## config.mk

```make
export PLATFORM = sky130hd
export DESIGN_NAME = pc_fetch_unit
export DESIGN_NICKNAME = d
export VERILOG_FILES = /design/src/rtl/pc_fetch_unit.sv
export SDC_FILE = /design/constraint.sdc
export NUM_CORES = 1
export LEC_CHECK = 0
export BUFFER_PORTS_ARGS = -buffer_cell sky130_fd_sc_hd__buf_2
export CAP_MARGIN = 5
export CORE_AREA = 2 2 101 152
export CTS_CLUSTER_DIAMETER = 150
export DETAILED_ROUTE_END_ITERATION = 10
export DIE_AREA = 0 0 103 154
export PLACE_DENSITY = 0.79
export SETUP_SLACK_MARGIN = 0.4
export SYNTH_ARGS = -nofsm -noshare
export SYNTH_HDL_FRONTEND = slang
export SYNTH_SLANG_ARGS = --single-unit
```

## constraint.sdc

```tcl
create_clock -name clk -period 5.2 [get_ports clk]
set_input_delay 1.04 -clock clk [delete_from_list [all_inputs] [get_ports clk]]
set_output_delay 1.04 -clock clk [all_outputs]
set_load 0.02 [all_outputs]
```

## src/rtl/pc_fetch_unit.sv

```systemverilog
// Instruction-fetch stage: owns the PC, drives a ready/valid imem handshake and feeds IF/ID.
// Optional macro PC_KERNEL_PROTECT_EN keeps user-mode fetches from redirecting into kernel space.
module pc_fetch_unit #(
    parameter logic [31:0] RESET_PC  = 32'h8000_0000,
    parameter logic [31:0] ILLOP_VEC = 32'h8000_0004,
    parameter logic [31:0] XADR_VEC  = 32'h8000_0008
) (
    input  logic        clk,
    input  logic        reset,
    input  logic        stall,
    input  logic        branch_taken,
    input  logic [31:0] branch_target,
    input  logic        jump,
    input  logic [31:0] jump_target,
    input  logic        jr,
    input  logic [31:0] jr_target,
    input  logic        illop,
    input  logic        xadr,
    output logic        imem_req,
    output logic [31:0] imem_addr,
    input  logic        imem_ready,
    input  logic [31:0] imem_rdata,
    output logic [31:0] if_pc,
    output logic [31:0] if_instruction,
    output logic        if_valid,
    output logic        redirect
);

    typedef enum logic [1:0] {
        IDLE    = 2'd0,
        FETCH   = 2'd1,
        HOLD    = 2'd2,
        DISCARD = 2'd3
    } state_t;

    state_t      state_q, state_d;
    logic [31:0] pc_q, pc_d;
    logic [31:0] hold_buf_q, hold_buf_d;
    logic [31:0] pend_addr_q, pend_addr_d;

    logic        take;
    logic [31:0] target;
    logic [31:0] jr_tgt, jump_tgt, br_tgt;

`ifdef PC_KERNEL_PROTECT_EN
    // Bit 31 is the kernel-mode bit; only exception vectors may set it from user mode.
    assign jr_tgt   = {pc_q[31] & jr_target[31], jr_target[30:0]};
    assign jump_tgt = {pc_q[31], jump_target[30:0]};
    assign br_tgt   = {pc_q[31], branch_target[30:0]};
`else
    assign jr_tgt   = jr_target;
    assign jump_tgt = jump_target;
    assign br_tgt   = branch_target;
`endif

    assign take     = illop | xadr | jr | jump | branch_taken;
    assign redirect = (jr | jump | branch_taken) & ~illop & ~xadr;

    always_comb begin
        target = br_tgt;
        if (illop) begin
            target = ILLOP_VEC;
        end else if (xadr) begin
            target = XADR_VEC;
        end else if (jr) begin
            target = jr_tgt;
        end else if (jump) begin
            target = jump_tgt;
        end
    end

    always_comb begin
        imem_req       = 1'b0;
        imem_addr      = pc_q;
        if_valid       = 1'b0;
        if_instruction = 32'h0;
        if_pc          = pc_q;
        case (state_q)
            FETCH: begin
                imem_req = 1'b1;
                if_valid = imem_ready & ~stall & ~take;
                if (imem_ready && !stall && !take) begin
                    if_instruction = imem_rdata;
                end
            end
            HOLD: begin
                if_valid       = 1'b1;
                if_instruction = hold_buf_q;
            end
            DISCARD: begin
                imem_req  = 1'b1;
                imem_addr = pend_addr_q;
            end
            default: ;
        endcase
    end

    always_comb begin
        state_d     = state_q;
        pc_d        = pc_q;
        hold_buf_d  = hold_buf_q;
        pend_addr_d = pend_addr_q;
        if (take) begin
            pc_d = target;
        end
        case (state_q)
            IDLE: state_d = FETCH;
            FETCH: begin
                if (take) begin
                    // The in-flight request must still complete at its own address.
                    if (!imem_ready) begin
                        pend_addr_d = pc_q;
                        state_d     = DISCARD;
                    end
                end else if (imem_ready) begin
                    if (stall) begin
                        hold_buf_d = imem_rdata;
                        state_d    = HOLD;
                    end else begin
                        pc_d = pc_q + 32'd4;
                    end
                end
            end
            HOLD: begin
                if (take) begin
                    state_d = FETCH;
                end else if (!stall) begin
                    pc_d    = pc_q + 32'd4;
                    state_d = FETCH;
                end
            end
            DISCARD: begin
                if (imem_ready) begin
                    state_d = FETCH;
                end
            end
            default: state_d = IDLE;
        endcase
    end

    always_ff @(posedge clk or negedge reset) begin
        if (!reset) begin
            state_q     <= IDLE;
            pc_q        <= RESET_PC;
            hold_buf_q  <= 32'h0;
            pend_addr_q <= 32'h0;
        end else begin
            state_q     <= state_d;
            pc_q        <= pc_d;
            hold_buf_q  <= hold_buf_d;
            pend_addr_q <= pend_addr_d;
        end
    end

endmodule

```

==> impl_results.md, run 1 <==
- Vias/cell: 5.94
- Final ANT Viol Nets: 0
- CTS tree: built
- Pwr dens: 340 nW/µm²
- WL/cell: 18.6 µm
- Final WS setup: 1.11 ns
- Routability Congestion: 0.937
- Grt total ovfl: 0
- Slew headroom: 32.3%
- Fmax: 244 MHz
- Hold Crit Depth: 1
- Fin nets: 1017
- DRC viols: 0
- Row count: 54
- Initial antenna violation count: 0
- Synthesized-area fraction occupied by and/or/nand/nor cells: 16.0%
- Register-to-Register Path Depth: 6
- CORE AREA: 14500 µm²
- Root buf cell: clkbuf_16
- Cts hold-fix bufs: 0
- Critical path peak fanout: 33
- Reg2reg end: if_pc[12]
- Post-Synthesis Cells: 676
- # port buffers: 235
- Final Hold Vio Count: 0
- DP Area: 7710 µm²
- Largest net degree at the start of global routing: 56
- Adder-cell share of the synthesized area: 0.772%
- First-pass GRT wire length: 31.1 mm
- Max Buffers Root-to-Sink: 2
- R2r startpoint: state_q[0]
- Number of post-CTS setup repair buffers: 0
- Ports: 236
- Worst-Margin Slew: 1.01 ns
- Setup slack after placement: 1.12 ns
- Ys flop type: dfrtp_1
- Setup crit start kind: input port
- CP endpoint kind: primary output
- Status: finished clean
- WHS Endpoint: hold_buf_q[28]
- Post-synthesis mux area share: 18.5%
- Final non-filler cell total: 1077
- Period utilisation layout: 78.7%
- Fin area: 8000 µm²
- Synth Warn #: 0
- Initial core utilization: 44.8%
- Finish-stage setup viols: 0
- Largest family of logic cells by synthesized area: compound AO/OA/AOI/OAI gates
- Max-Cap Viols: 0
- CTS sink count: 98
- Mapped cell area: 6480 µm²
- Final min period: 4.09 ns
- Antenna diodes: 0
- Hold Path Origin: hold_buf_q[28]
- CP required: 4.16 ns
- Vias in the first global route: 6119
- EDFF count, synth: 0
- Chip width: 103 µm
- Most frequent cells in the layout: 234 x buf_2, 97 x dfrtp_1, 81 x mux2_2
- Placed Cells: 1060
- Final WL: 20.1 mm
- Post-synth cell types: 72
- Async SR Flop Fraction: 100%
- Maximum VDD drop: 194 µV
- Final Slew Violations: 0
- DR iter-0 viols: 584
- Leakage power: 3.93 nW
- Sequential area share after synthesis: 37.9%
- Critical path class: in -> out
- Flop and latch count out of synthesis: 98
- Data arrival, critical path: 3.05 ns
- Clock-pin transition on the worst setup and hold timing paths: 0.06 ns
- Setup TNS: 0 ns
- Die area: 15900 µm²
- Post-synthesis area per instance: 9.58 µm²
- Setup Skew: 0.0149 ns
- Core Util, Final: 55.3%
- # fillers: 1360
- Post-CTS sizing: 0
- Vias: 6393
- Post-Synth XOR/XNOR Area: 0.135%
- CTS Buf Count: 9
- Commonest non-fill, non-tap cell in the layout: buf_2
- Area grow syn2layout: 23.4%
- Router iterations before antenna repair: 6
- HP Class: reg -> reg
- Hpwl dp: 15.1 mm
- DIE HEIGHT: 154 µm
- H-tree depth: 3
- Layout cells sized above 1: 43.0%
- RSZ-0062 raised after global routing: no
- Synth Net Count: 817
- Flop2flop setup slack: 2.42 ns
- GRT Total Usage: 24.8%
- Later-pin clock latency in the skew report: 0.35 ns
- Post-synthesis compound-gate area fraction: 21.6%
-- cells in the mapped netlist (3+ instances only) --
library cell	n	area, µm²
dfrtp_1	97	2430
mux2_2	81	912
nand2_1	66	248
o21ai_0	43	215
a22o_1	32	280
nor2_1	28	105
a21oi_1	27	135
clkbuf_1	27	101
o22ai_1	22	138
buf_2	19	95.1
nand3_1	19	95.1
inv_1	16	60.1
nor3_1	15	75.1
a31oi_1	13	81.3
a211oi_1	12	90.1
mux2i_1	12	120
o211ai_1	12	90.1
mux2_4	9	135
nor4_1	9	56.3
o31ai_1	8	60.1
or3_1	8	50.1
nand4_1	6	37.5
a21o_1	5	37.5
nand2b_1	5	31.3
or2_2	5	31.3
buf_6	4	45.0
ha_1	4	50.1
nor2b_1	4	25.0
nor3_2	4	40.0
and3_2	3	22.5
buf_1	3	11.3
mux2_1	3	33.8
o221ai_1	3	26.3
o311a_1	3	30.0
or4_1	3	22.5
-- worst max-delay path, cell delays in order --
cell and delay [ns]:
buf_2 0.25, nor3_2 0.15, buf_4 0.31, nand2_1 0.35, nor3_4 0.25, buf_4 0.33, a22o_1 0.18, buf_2 0.16
-- registers in the layout (all words and copies together) (netlist names) --
signal,cells
if_pc,32
hold_buf_q,32
state_q,2
pend_addr_q,32
-- cells by family (layout without fill, tap and decap cells) --
| group | Yosys count | count (layout) |
|---|---|---|
| adder cells (fa/ha/maj) | 4 | 4 |
| XOR/XNOR | 1 | 1 |
| buffers and inverters | 71 | 276 |
| flip-flops | 98 | 98 |
| multiplexers | 105 | 105 |
| AND/OR/NAND/NOR | 193 | 193 |
| AO/OA/AOI/OAI | 204 | 204 |
-- per-layer routing --
layer | share of wire [%] | GRT usage (%) | wire, µm | vias to the layer above
li1 | - | - | - | 2961
met1 | 39 | 30.0 | 7730 | 3005
met2 | 51 | 43.8 | 10200 | 380
met3 | 7.6 | 2.91 | 1530 | 47
met4 | 2.9 | 9.90 | 588 | 0
met5 | 0 | 0 | 0 | -
-- power breakdown --
part	internal [W]	switching, W	total, W
clock	0.000328	0.000290	0.000617
combinational	0.000434	0.000620	0.00105
sequential	0.000911	0.000140	0.00105
total	0.00167	0.00105	0.00272
-- cell type report --
type	count	area, µm²	area share, %
timing repair buffer	244	1250	15.7
inverter	16	60.1	0.751
multi-input combinational	507	3710	46.4
clock inverter	5	37.5	0.469
tap	196	245	3.07
clock buffer	11	233	2.91
sequential	98	2450	30.7
-- worst max path at each step --
stage,end,slack [ns],from
floorplan,if_instruction[0],1.82,jr
global placement,if_instruction[18],1.17,jump
detailed placement,if_instruction[12],1.12,jump
CTS,if_instruction[12],1.12,jump
global route,if_instruction[29],0.95,jump
finish,if_instruction[12],1.11,jump
-- per-stage QoR --
step / power, W / hold slack [ns]
4_1_cts: 0.00273 / 0.496
2_1_floorplan: 0.00174 / 0.465
3_5_place_dp: 0.00211 / 0.481
3_3_place_gp: 0.00208 / 0.477
5_1_grt: 0.00287 / 0.501
6_report: 0.00272 / 0.491
No activity file was read; power rests on OpenSTA's default activity.
==> run 2, diff against run 1 <==
- clock period: 5.2 -> 4.05 ns (I/O delays scaled with it)
==> run 2 against run 1 <==
- design area is 1.3% higher
- sequential share of layout area is 0.38 points lower
- sequential power is 29% higher
- clock power is 42% higher
- combinational power is 31% higher
- flip-flop and latch count stayed put
- non-clock buffer count is 7 higher
- first-iteration DRC count is 3.3% lower
- setup slack worse by 0.27 ns
==> impl_results.md, run 2 (synthesized netlist as in run 1, its figures left out) <==
- Vias: 6369 (was 6393)
- HP Class: reg -> reg (unchanged)
- Fin area: 8100 µm² (was 8000 µm²)
- Int Pwr: 0.00223 W (was 0.00167 W)
- WL/cell: 18.7 µm (was 18.6 µm)
- Worst hold slack: 0.494 ns (was 0.491 ns)
- Initial antenna violation count: 0 (unchanged)
- Most frequent cells in the layout: 234 x buf_2, 97 x dfrtp_1, 81 x mux2_2 (unchanged)
- Later-pin clock latency in the skew report: 0.34 ns (was 0.35 ns)
- Initial core utilization: 44.8% (unchanged)
- H-tree depth: 3 (unchanged)
- DP Area: 7770 µm² (was 7710 µm²)
- Fmax: 311 MHz
- Layout cells sized above 1: 43.7% (was 43.0%)
- GRT Total Usage: 25.1% (was 24.8%)
- First-pass GRT wire length: 31.3 mm (was 31.1 mm)
- Area grow syn2layout: 25.0% (was 23.4%)
- Routability Congestion: 0.942 (was 0.937)
- Core Util, Final: 56.0% (was 55.3%)
- DIE HEIGHT: 154 µm (unchanged)
- Period utilisation layout: 79.4%
- Final WL: 20.3 mm (was 20.1 mm)
- Setup TNS: 0 ns (unchanged)
- Worst-Margin Slew: 0.985 ns (was 1.01 ns)
- Switching Fraction: 38.0% (was 38.6%)
- Number of post-CTS setup repair buffers: 0 (unchanged)
- Pwr dens: 445 nW/µm² (was 340 nW/µm²)
- Post-CTS sizing: 0 (unchanged)
- Setup crit start kind: flip-flop (was input port)
- Flop2flop setup slack: 1.53 ns (was 2.42 ns)
- Antenna diodes: 0 (unchanged)
- Router iterations before antenna repair: 5 (was 6)
- Final Slew Violations: 0 (unchanged)
- Max Buffers Root-to-Sink: 2 (unchanged)
- Ports: 236 (unchanged)
- DR iter-0 viols: 565 (was 584)
- CP endpoint kind: primary output (unchanged)
- Final Hold Vio Count: 0 (unchanged)
- RSZ-0062 raised after global routing: no (unchanged)
- Status: finished clean (unchanged)
- Max-Cap Viols: 0 (unchanged)
- Final min period: 3.22 ns
- Chip width: 103 µm (unchanged)
- Largest net degree at the start of global routing: 67 (was 56)
- Setup slack after placement: 0.644 ns (was 1.12 ns)
- Clk pwr share: 24.3% (was 22.7%)
- Switching power: 0.00137 W (was 0.00105 W)
- DRC viols: 0 (unchanged)
- Critical path peak fanout: 24 (was 33)
- CTS tree: built (unchanged)
- Die area: 15900 µm² (unchanged)
- Flop pwr share: 37.4% (was 38.6%)
- Final ANT Viol Nets: 0 (unchanged)
- CTS sink count: 98 (unchanged)
- Hpwl dp: 15.4 mm (was 15.1 mm)
- # port buffers: 235 (unchanged)
- Clock-pin transition on the worst setup and hold timing paths: 0.06 ns (about the same)
- Cts hold-fix bufs: 0 (unchanged)
- Finish-stage setup viols: 0 (unchanged)
- Multi-input logic area: 3720 µm² (was 3710 µm²)
- FF+latch area: 2450 µm² (unchanged)
- Row count: 54 (unchanged)
- Fin nets: 1024 (was 1017)
- Commonest non-fill, non-tap cell in the layout: buf_2 (unchanged)
- CP required: 3.24 ns (was 4.16 ns)
- Final WS setup: 0.834 ns (was 1.11 ns)
- Setup Skew: 0.0103 ns (was 0.0149 ns)
- Critical path class: reg -> out (was in -> out)
- Vias in the first global route: 6145 (was 6119)
- Data arrival, critical path: 2.41 ns (was 3.05 ns)
- Vias/cell: 5.88 (was 5.94)
- Leakage power: 3.99 nW (was 3.93 nW)
- Combinational share of power: 38.3% (was 38.7%)
- Maximum VDD drop: 249 µV (was 194 µV)
- Root buf cell: clkbuf_16 (unchanged)
- Slew headroom: 34.2% (was 32.3%)
- # fillers: 1345 (was 1360)
- Grt total ovfl: 0 (unchanged)
- CTS Buf Count: 9 (unchanged)
- CORE AREA: 14500 µm² (unchanged)
==> run 2: worst paths after layout <==
kind,from,end,depth (start not counted)
worst max-delay path,state_q[0],if_instruction[23],6
worst min-delay path,hold_buf_q[28],hold_buf_q[28],1
worst max register to register,state_q[1],pend_addr_q[17],5
worst min register to register,hold_buf_q[28],hold_buf_q[28],1
max in group asynchronous,reset,hold_buf_q[6],2
min in group asynchronous,reset,pend_addr_q[11],1
==> run 2: metal layers <==
metal  track usage (%)  wire (µm)  up-vias  part of all wire (%)
met5                 0          0        -                     0
met4              10.6        617        0                   3.0
met3              3.91       1600       46                   7.9
met2              43.8      10300      352                    51
met1              30.0       7730     2997                    38
li1                  -          -     2974                     -
==> run 2: power groups by stage <==
stage / Sequential (W) / Clock, W / Combinational (W)
2_1_floorplan: 0.00134 / 0 / 0.000893
3_3_place_gp: 0.00135 / 0 / 0.00136
3_5_place_dp: 0.00136 / 0 / 0.00138
4_1_cts: 0.00134 / 0.000894 / 0.00138
5_1_grt: 0.00137 / 0.000943 / 0.00149
6_report: 0.00135 / 0.000876 / 0.00138
==> run 2: metrics by stage <==
step,power [W],instances
finish,0.00360,1083
global route,0.00380,1083
CTS,0.00362,1081
detailed placement,0.00274,1066
global placement,0.00271,1066
floorplan,0.00224,676
==> run 2: critical path, stage by stage, from the launching register on <==
cell	delay, ns
dfrtp_1	0.42
inv_1	0.07
ha_1	0.42
nor2b_2	0.56
buf_8	0.25
a22o_1	0.17
buf_2	0.16
==> run 2: area by class of cell <==
class | count | area share [%]
flip-flops and latches | 98 | 30.3
well taps | 196 | 3.03
inverters | 16 | 0.742
clock buffers | 9 | 2.78
clock inverters | 6 | 0.927
multi-input cells | 507 | 45.9
repair buffers | 251 | 16.3
